File: src/rtl/fuzz_sig_pipe.sv
// rtl/fuzz_sig_pipe.sv - multi-lane stall-able pipeline with entry transform, MISR signature and beat counter
module fuzz_sig_pipe #(
  parameter int                 DATA_W  = 16,
  parameter int                 LANES   = 2,
  parameter int                 DEPTH   = 4,
  parameter int                 SIG_W   = 32,
  parameter logic [SIG_W-1:0]   POLY    = 32'h04C11DB7,
  parameter logic [SIG_W-1:0]   SEED    = 32'hFFFFFFFF,
  parameter int                 COUNT_W = 16
) (
  input  logic                      clk,
  input  logic                      rst,
  input  logic                      in_valid,
  input  logic [LANES*DATA_W-1:0]   in_data,
  input  logic [1:0]                mode,
  input  logic                      stall,
  input  logic                      sig_clear,
  output logic                      out_valid,
  output logic [LANES*DATA_W-1:0]   out_data,
  output logic [SIG_W-1:0]          sig,
  output logic [COUNT_W-1:0]        count
);

  localparam int DW = LANES * DATA_W;

  logic [DW-1:0]     xf_data;
  logic [DATA_W-1:0] lane;
  logic [DATA_W-1:0] fold;
  logic [DEPTH-1:0]  vld;
  logic [DW-1:0]     dat [DEPTH];
  logic              retire;

  always_comb begin
    xf_data = '0;
    lane    = '0;
    for (int i = 0; i < LANES; i++) begin
      lane = in_data[i*DATA_W +: DATA_W];
      case (mode)
        2'd0:    xf_data[i*DATA_W +: DATA_W] = lane;
        2'd1:    xf_data[i*DATA_W +: DATA_W] = ~lane;
        2'd2:    xf_data[i*DATA_W +: DATA_W] = {lane[DATA_W-2:0], lane[DATA_W-1]};
        default: xf_data[i*DATA_W +: DATA_W] = lane + DATA_W'(i);
      endcase
    end
  end

  // Invalid slots shift too, so the data registers follow the valid chain exactly.
  always_ff @(posedge clk or posedge rst) begin
    if (rst) begin
      vld <= '0;
      for (int k = 0; k < DEPTH; k++) dat[k] <= '0;
    end else if (!stall) begin
      vld[0] <= in_valid;
      dat[0] <= xf_data;
      for (int k = 1; k < DEPTH; k++) begin
        vld[k] <= vld[k-1];
        dat[k] <= dat[k-1];
      end
    end
  end

  assign out_valid = vld[DEPTH-1];
  assign out_data  = dat[DEPTH-1];
  assign retire    = out_valid && !stall;

  always_comb begin
    fold = '0;
    for (int i = 0; i < LANES; i++) fold = fold ^ out_data[i*DATA_W +: DATA_W];
  end

  // Clear wins over a same-edge retire and also acts during stall.
  always_ff @(posedge clk or posedge rst) begin
    if (rst) begin
      sig   <= SEED;
      count <= '0;
    end else if (sig_clear) begin
      sig   <= SEED;
      count <= '0;
    end else if (retire) begin
      sig <= {sig[SIG_W-2:0], 1'b0} ^ (sig[SIG_W-1] ? POLY : '0) ^ SIG_W'(fold);
      if (count != '1) count <= count + COUNT_W'(1);
    end
  end

endmodule
File: config.mk
export PLATFORM = sky130hd
export DESIGN_NAME = fuzz_sig_pipe
export DESIGN_NICKNAME = d
export VERILOG_FILES = /design/src/rtl/fuzz_sig_pipe.sv
export SDC_FILE = /design/constraint.sdc
export NUM_CORES = 1
export LEC_CHECK = 0
export ABC_AREA = 1
export BUFFER_PORTS_ARGS = -buffer_cell sky130_fd_sc_hd__buf_2
export CORE_UTILIZATION = 50
export DETAILED_ROUTE_END_ITERATION = 8
export GPL_TIMING_DRIVEN = 1
export HOLD_SLACK_MARGIN = 0.03
export PLACE_DENSITY_LB_ADDON = 0.1
export SETUP_SLACK_MARGIN = 0.15
export SYNTH_ARGS = -nofsm -noshare
export SYNTH_HDL_FRONTEND = slang
export SYNTH_SLANG_ARGS = --single-unit
File: constraint.sdc
create_clock -name clk -period 6.85 [get_ports clk]
set_input_delay 0.3425 -clock clk [delete_from_list [all_inputs] [get_ports clk]]
set_output_delay 0.3425 -clock clk [all_outputs]
set_load 0.01 [all_outputs]
* After elaboration in Yosys (flattened, before gate mapping)
Cells that the tools add are included.
W data, S select, Z words.
** Storage, ports and cells
- Bits of input ports :: 39
- Output and inout port bits :: 81
- Word-level logic and storage cells :: 31
- Bits in registers :: 180
** Cells by class
- Reduce and logical (&&, ||, !) cells :: 6
- Equal/unequal tests :: 3
- Add/subtract/negate cells :: 2
- Muxes and demuxes :: 8
- Bitwise logic cells :: 5
** Operators with widths (count)
- $mux W32 :: 2
- $mux W16 :: 3
- $pmux W16 S3 :: 1
- $add A16 B1 Y16 const B :: 2
- $not A16 Y16 :: 2
- $pmux W16 S2 :: 1
- $xor A32 B16 Y32 :: 1
- $xor A32 B27 Y32 :: 1
- $mux W27 :: 1
- $ne A16 B16 Y1 const B :: 1
- $xor A16 B16 Y16 :: 1
- $reduce_bool A2 Y1 :: 2
- $eq A2 B1 Y1 const B :: 1
- $eq A2 B2 Y1 const B :: 1
- $logic_not A2 Y1 :: 1
- $reduce_and A2 Y1 :: 1
- $logic_and A1 B1 Y1 :: 1
- $logic_not A1 Y1 :: 1

* Depth between registers and ports, before layout
- Depth in word-level cells :: 5
- Gate-level depth with buffers :: 10
- Mapped depth without buffers :: 10

* Least setup slack after synthesis
No wires, ideal clock.
- Kind :: register -> register
- From :: register count[0]
- To :: register count[15]
- Setup time :: 0.116 ns
- Required time :: 6.734 ns
- Arrival time :: 1.454 ns
- Stages on the path, launching flop included :: 11
- Period minus slack after synthesis :: 1.571 ns
- Slack :: 5.279 ns
- Buffers on the path :: 0
- Cell sequence :: dfrtp_1 ha_1 nand2_2 nor2_4 nand2_1 nor2_4 nand2_2 o21ai_4 inv_1 nand2_1 nand2_1
** Between the ends
- Longest elaborated chain between the ends :: 4
- Elaborated cells between the ends (all ways) :: 7
- Those cells by class :: 1 x add/sub; 1 x eq/ne; 3 x mux; 2 x reduce/logical
** Ends and longest elaborated chain
- start, declared :: line 21 : output logic [COUNT_W-1:0] count
- start signal, assigned :: line 81 : if (count != '1) count <= count + COUNT_W'(1);
- $add A16 B1 Y16 :: line 81
- $mux W16 :: line 81
- $mux W16 :: line 79 : end else if (retire) begin
- $mux W16 :: line 76 : end else if (sig_clear) begin
Parallel ways exist; a longest one is shown, timed or not. The select of a mux whose other input is x is not followed.
A chain may end at the register's enable or synchronous reset.

* Worst setup path in the final report
- From :: input stall
- To :: register sig[16]
** Between the ends
- Longest elaborated chain between the ends :: 3
** Ends and longest elaborated chain
- start, declared :: line 16 : input logic stall,
- $logic_not A1 Y1 :: line 64 : assign retire = out_valid && !stall;
- $logic_and A1 B1 Y1 :: line 64
- $reduce_bool A2 Y1 (no source line)
- end signal, assigned :: line 80 : sig <= {sig[SIG_W-2:0], 1'b0} ^ (sig[SIG_W-1] ? POLY : '0) ^ SIG_W'(fold);
- end, declared :: line 20 : output logic [SIG_W-1:0] sig,
No other way between the ends.

==> flow_summary.json <==
{
  "status": "completed",
  "r2r_cells": 5,
  "cts.repair.resized": 0,
  "wire_per_inst_um": 14.0,
  "clock_skew_ps": 5.52,
  "yosys_warnings": 0,
  "ys_async_sr_fraction_pct": 100,
  "fmax_mhz": 456,
  "synthCells": 1070,
  "numCtsBuffers": 17,
  "dieArea_mm2": 0.0185,
  "antenna_left": 0,
  "crit_path_start_kind": "input port",
  "multiInputGateArea_mm2": 0.00362,
  "switching_share_pct": 27.0,
  "syn2layout_area_growth_pct": 11.2,
  "final_cell_mix": "375 x nand2_1, 148 x dfrtp_1, 118 x buf_2",
  "die_y_um": 136,
  "p_leak_nw": 4.93,
  "max-slew-margin-rel_pct": 33.1,
  "syn_nets": 1115,
  "clockRootBuffer": "clkbuf_16",
  "std_cell_rows": 48,
  "pwr-share-comb_pct": 15.0,
  "path_max_fanout": 63,
  "clock_latency_ps": 430,
  "layout_commonest_cell": "nand2_1",
  "hold_buffers": 0,
  "ys_seq_area_share_pct": 50.5,
  "whs_ps": 89.6,
  "cts_tree": "done",
  "synth_cell_type_count": 35,
  "internal_power_mw": 1.95,
  "postCtsSetupRepairBufs": 0,
  "place_congestion": 0.858,
  "start_util_pct": 51.6,
  "fillers": 1644,
  "ff_latch_area_mm2": 0.00454,
  "grt_pass1_vias": 6227,
  "cp-end-kind": "register",
  "timing.final.crit_share_pct": 32.0,
  "setup_viol": 0,
  "synth_ff_type": "dfrtp_1",
  "worst-r2r-setup-slack_ps": 5090,
  "track_usage_pct": 22.0,
  "synth_enable_flop_cells": 0,
  "ys_ff_latch": 180,
  "path_clk_slew_ps": 70,
  "arrival_ps": 2520,
  "drc": 0,
  "hpwl_um": 12900,
  "antenna_found_initial": 0,
  "ios": 120,
  "hold_viol_final": 0,
  "r2r_end": "sig[9]$_DFFE_PP1P_",
  "core_region_area_mm2": 0.0174,
  "placed_area_mm2": 0.00940,
  "finalCriticalPeriod_ps": 2190,
  "nNetsFinal": 1171,
  "slew_violations": 0,
  "worstSetupPathType": "in -> reg",
  "viasPerCell": 4.98,
  "grt_pass1_wl_um": 31900,
  "syn_area_per_cell_um2": 8.41,
  "drt_pass1_iterations": 5,
  "clockBufferDepth": 2,
  "ir_worst_vdd_v": 0.000165,
  "hold_class": "in -> async",
  "rsz0062_at_grt": "no",
  "wl_um": 19100,
  "vias": 6790,
  "fin_area_mm2": 0.0100,
  "drive_gt1_share_pct": 19.6,
  "cts_num_sinks": 180,
  "tns_ps": 0,
  "port_buffers": 119,
  "powerDensity_mw_per_mm2": 268,
  "required_ps": 7180,
  "drt_iter0_drc": 503,
  "power.switching_uw": 723,
  "grt_max_degree": 102,
  "die_x_um": 136,
  "htreeDepth": 4,
  "antenna_cells": 0,
  "pwr-share-clk_pct": 37.2,
  "maxCapViolCount": 0,
  "worst_slew_pin_slew_ps": 1000,
  "seqPwrFrac_pct": 47.8,
  "reg2reg_from": "vld[3]$_DFFE_PP0N_",
  "syn_area_mm2": 0.00899,
  "gr-total-overflow": 0
}
cells by family (layout without fill, tap and decap cells):
group	count (synthesis)	after routing	share of synthesized area, %
DFF	180	180	50.5
AOI/OAI and AO/OA	177	177	11.9
and+or+nand+nor	481	481	22.1
xor gates and xnor gates	56	56	5.45
adders and majority gates	6	6	0.835
buffers and inverters	170	239	9.18
per-layer routing:
metal / wire, um / share of wire (%) / GRT usage, %
met3: 807 / 4.2 / 4.25
met1: 9570 / 50 / 33.0
met4: 138 / 0.72 / 6.11
met5: 0 / 0 / 0
met2: 8540 / 45 / 32.3
worst max-delay path by stage:
stage,cells past startpoint,to,from,slack (ps)
3_5_place_dp,7,sig[6]$_DFFE_PP1P_,stall,4240
5_1_grt,7,sig[5]$_DFFE_PP1P_,stall,4400
2_1_floorplan,1,count[0]$_DFFE_PP0P_,rst,1670
3_3_place_gp,6,sig[23]$_DFFE_PP1P_,stall,4220
6_report,6,sig[16]$_DFFE_PP1P_,stall,4660
4_1_cts,7,sig[3]$_DFFE_PP1P_,stall,4700
power by group through the flow:
stage | clock, mW | sequential [mW] | combinational [mW]
3_5_place_dp | 0 | 1.30 | 0.404
3_3_place_gp | 0 | 1.30 | 0.400
6_report | 0.996 | 1.28 | 0.401
5_1_grt | 1.06 | 1.30 | 0.459
2_1_floorplan | 0 | 1.28 | 0.324
4_1_cts | 1.01 | 1.28 | 0.407
area by class of cell:
type,count,share of cell area (%)
Sequential cell,180,45.4
Multi-Input combinational cell,720,36.2
Timing Repair Buffer,122,6.21
Clock buffer,23,4.78
Inverter,85,3.25
Tap cell,225,2.82
Clock inverter,9,1.26
cell usage after synthesis (2+ instances only):
| master | n | share of area [%] |
|---|---|---|
| o22a_1 | 2 | 0.19 |
| buf_12 | 2 | 0.45 |
| or2_2 | 2 | 0.14 |
| nand3_1 | 25 | 1.4 |
| a31oi_1 | 2 | 0.14 |
| ha_1 | 6 | 0.83 |
| buf_4 | 34 | 2.8 |
| dfstp_2 | 32 | 9.3 |
| o22ai_1 | 26 | 1.8 |
| clkbuf_1 | 27 | 1.1 |
| nand4_1 | 9 | 0.63 |
| xnor2_1 | 35 | 3.4 |
| inv_1 | 80 | 3.3 |
| o211ai_1 | 18 | 1.5 |
| a21oi_1 | 35 | 1.9 |
| nand2_1 | 375 | 16 |
| o21ai_0 | 64 | 3.6 |
| nor2_1 | 48 | 2.0 |
| nor2_4 | 7 | 0.88 |
| nand2_2 | 11 | 0.77 |
| dfrtp_1 | 148 | 41 |
| xor2_1 | 21 | 2.0 |
| o21bai_1 | 3 | 0.25 |
| a22oi_1 | 15 | 1.3 |
| o21ai_2 | 10 | 0.97 |
| inv_2 | 5 | 0.21 |
| buf_1 | 5 | 0.21 |
| buf_2 | 16 | 0.89 |
metrics by stage:
step	instances	power, mW	setup slack (ps)	util (%)
after floorplan	1070	1.60	1670	-
after global routing	1364	2.81	4400	57.4
after detailed placement	1332	1.70	4240	53.9
after CTS	1364	2.70	4700	57.4
after global placement	1332	1.70	4220	53.9
final	1364	2.68	4660	57.4
registers in the layout, indices dropped and copies added, names as in the netlist:
| name | flops |
|---|---|
| count | 16 |
| out_data | 32 |
| dat | 96 |
| sig | 32 |
| vld | 4 |
worst max-delay path, cell delays in order:
cell and delay, ps:
buf_4 470, clkinv_2 510, nand2_1 390, nand2_4 230, inv_1 380, a22oi_1 160
Power figures use the tool's default switching activity.
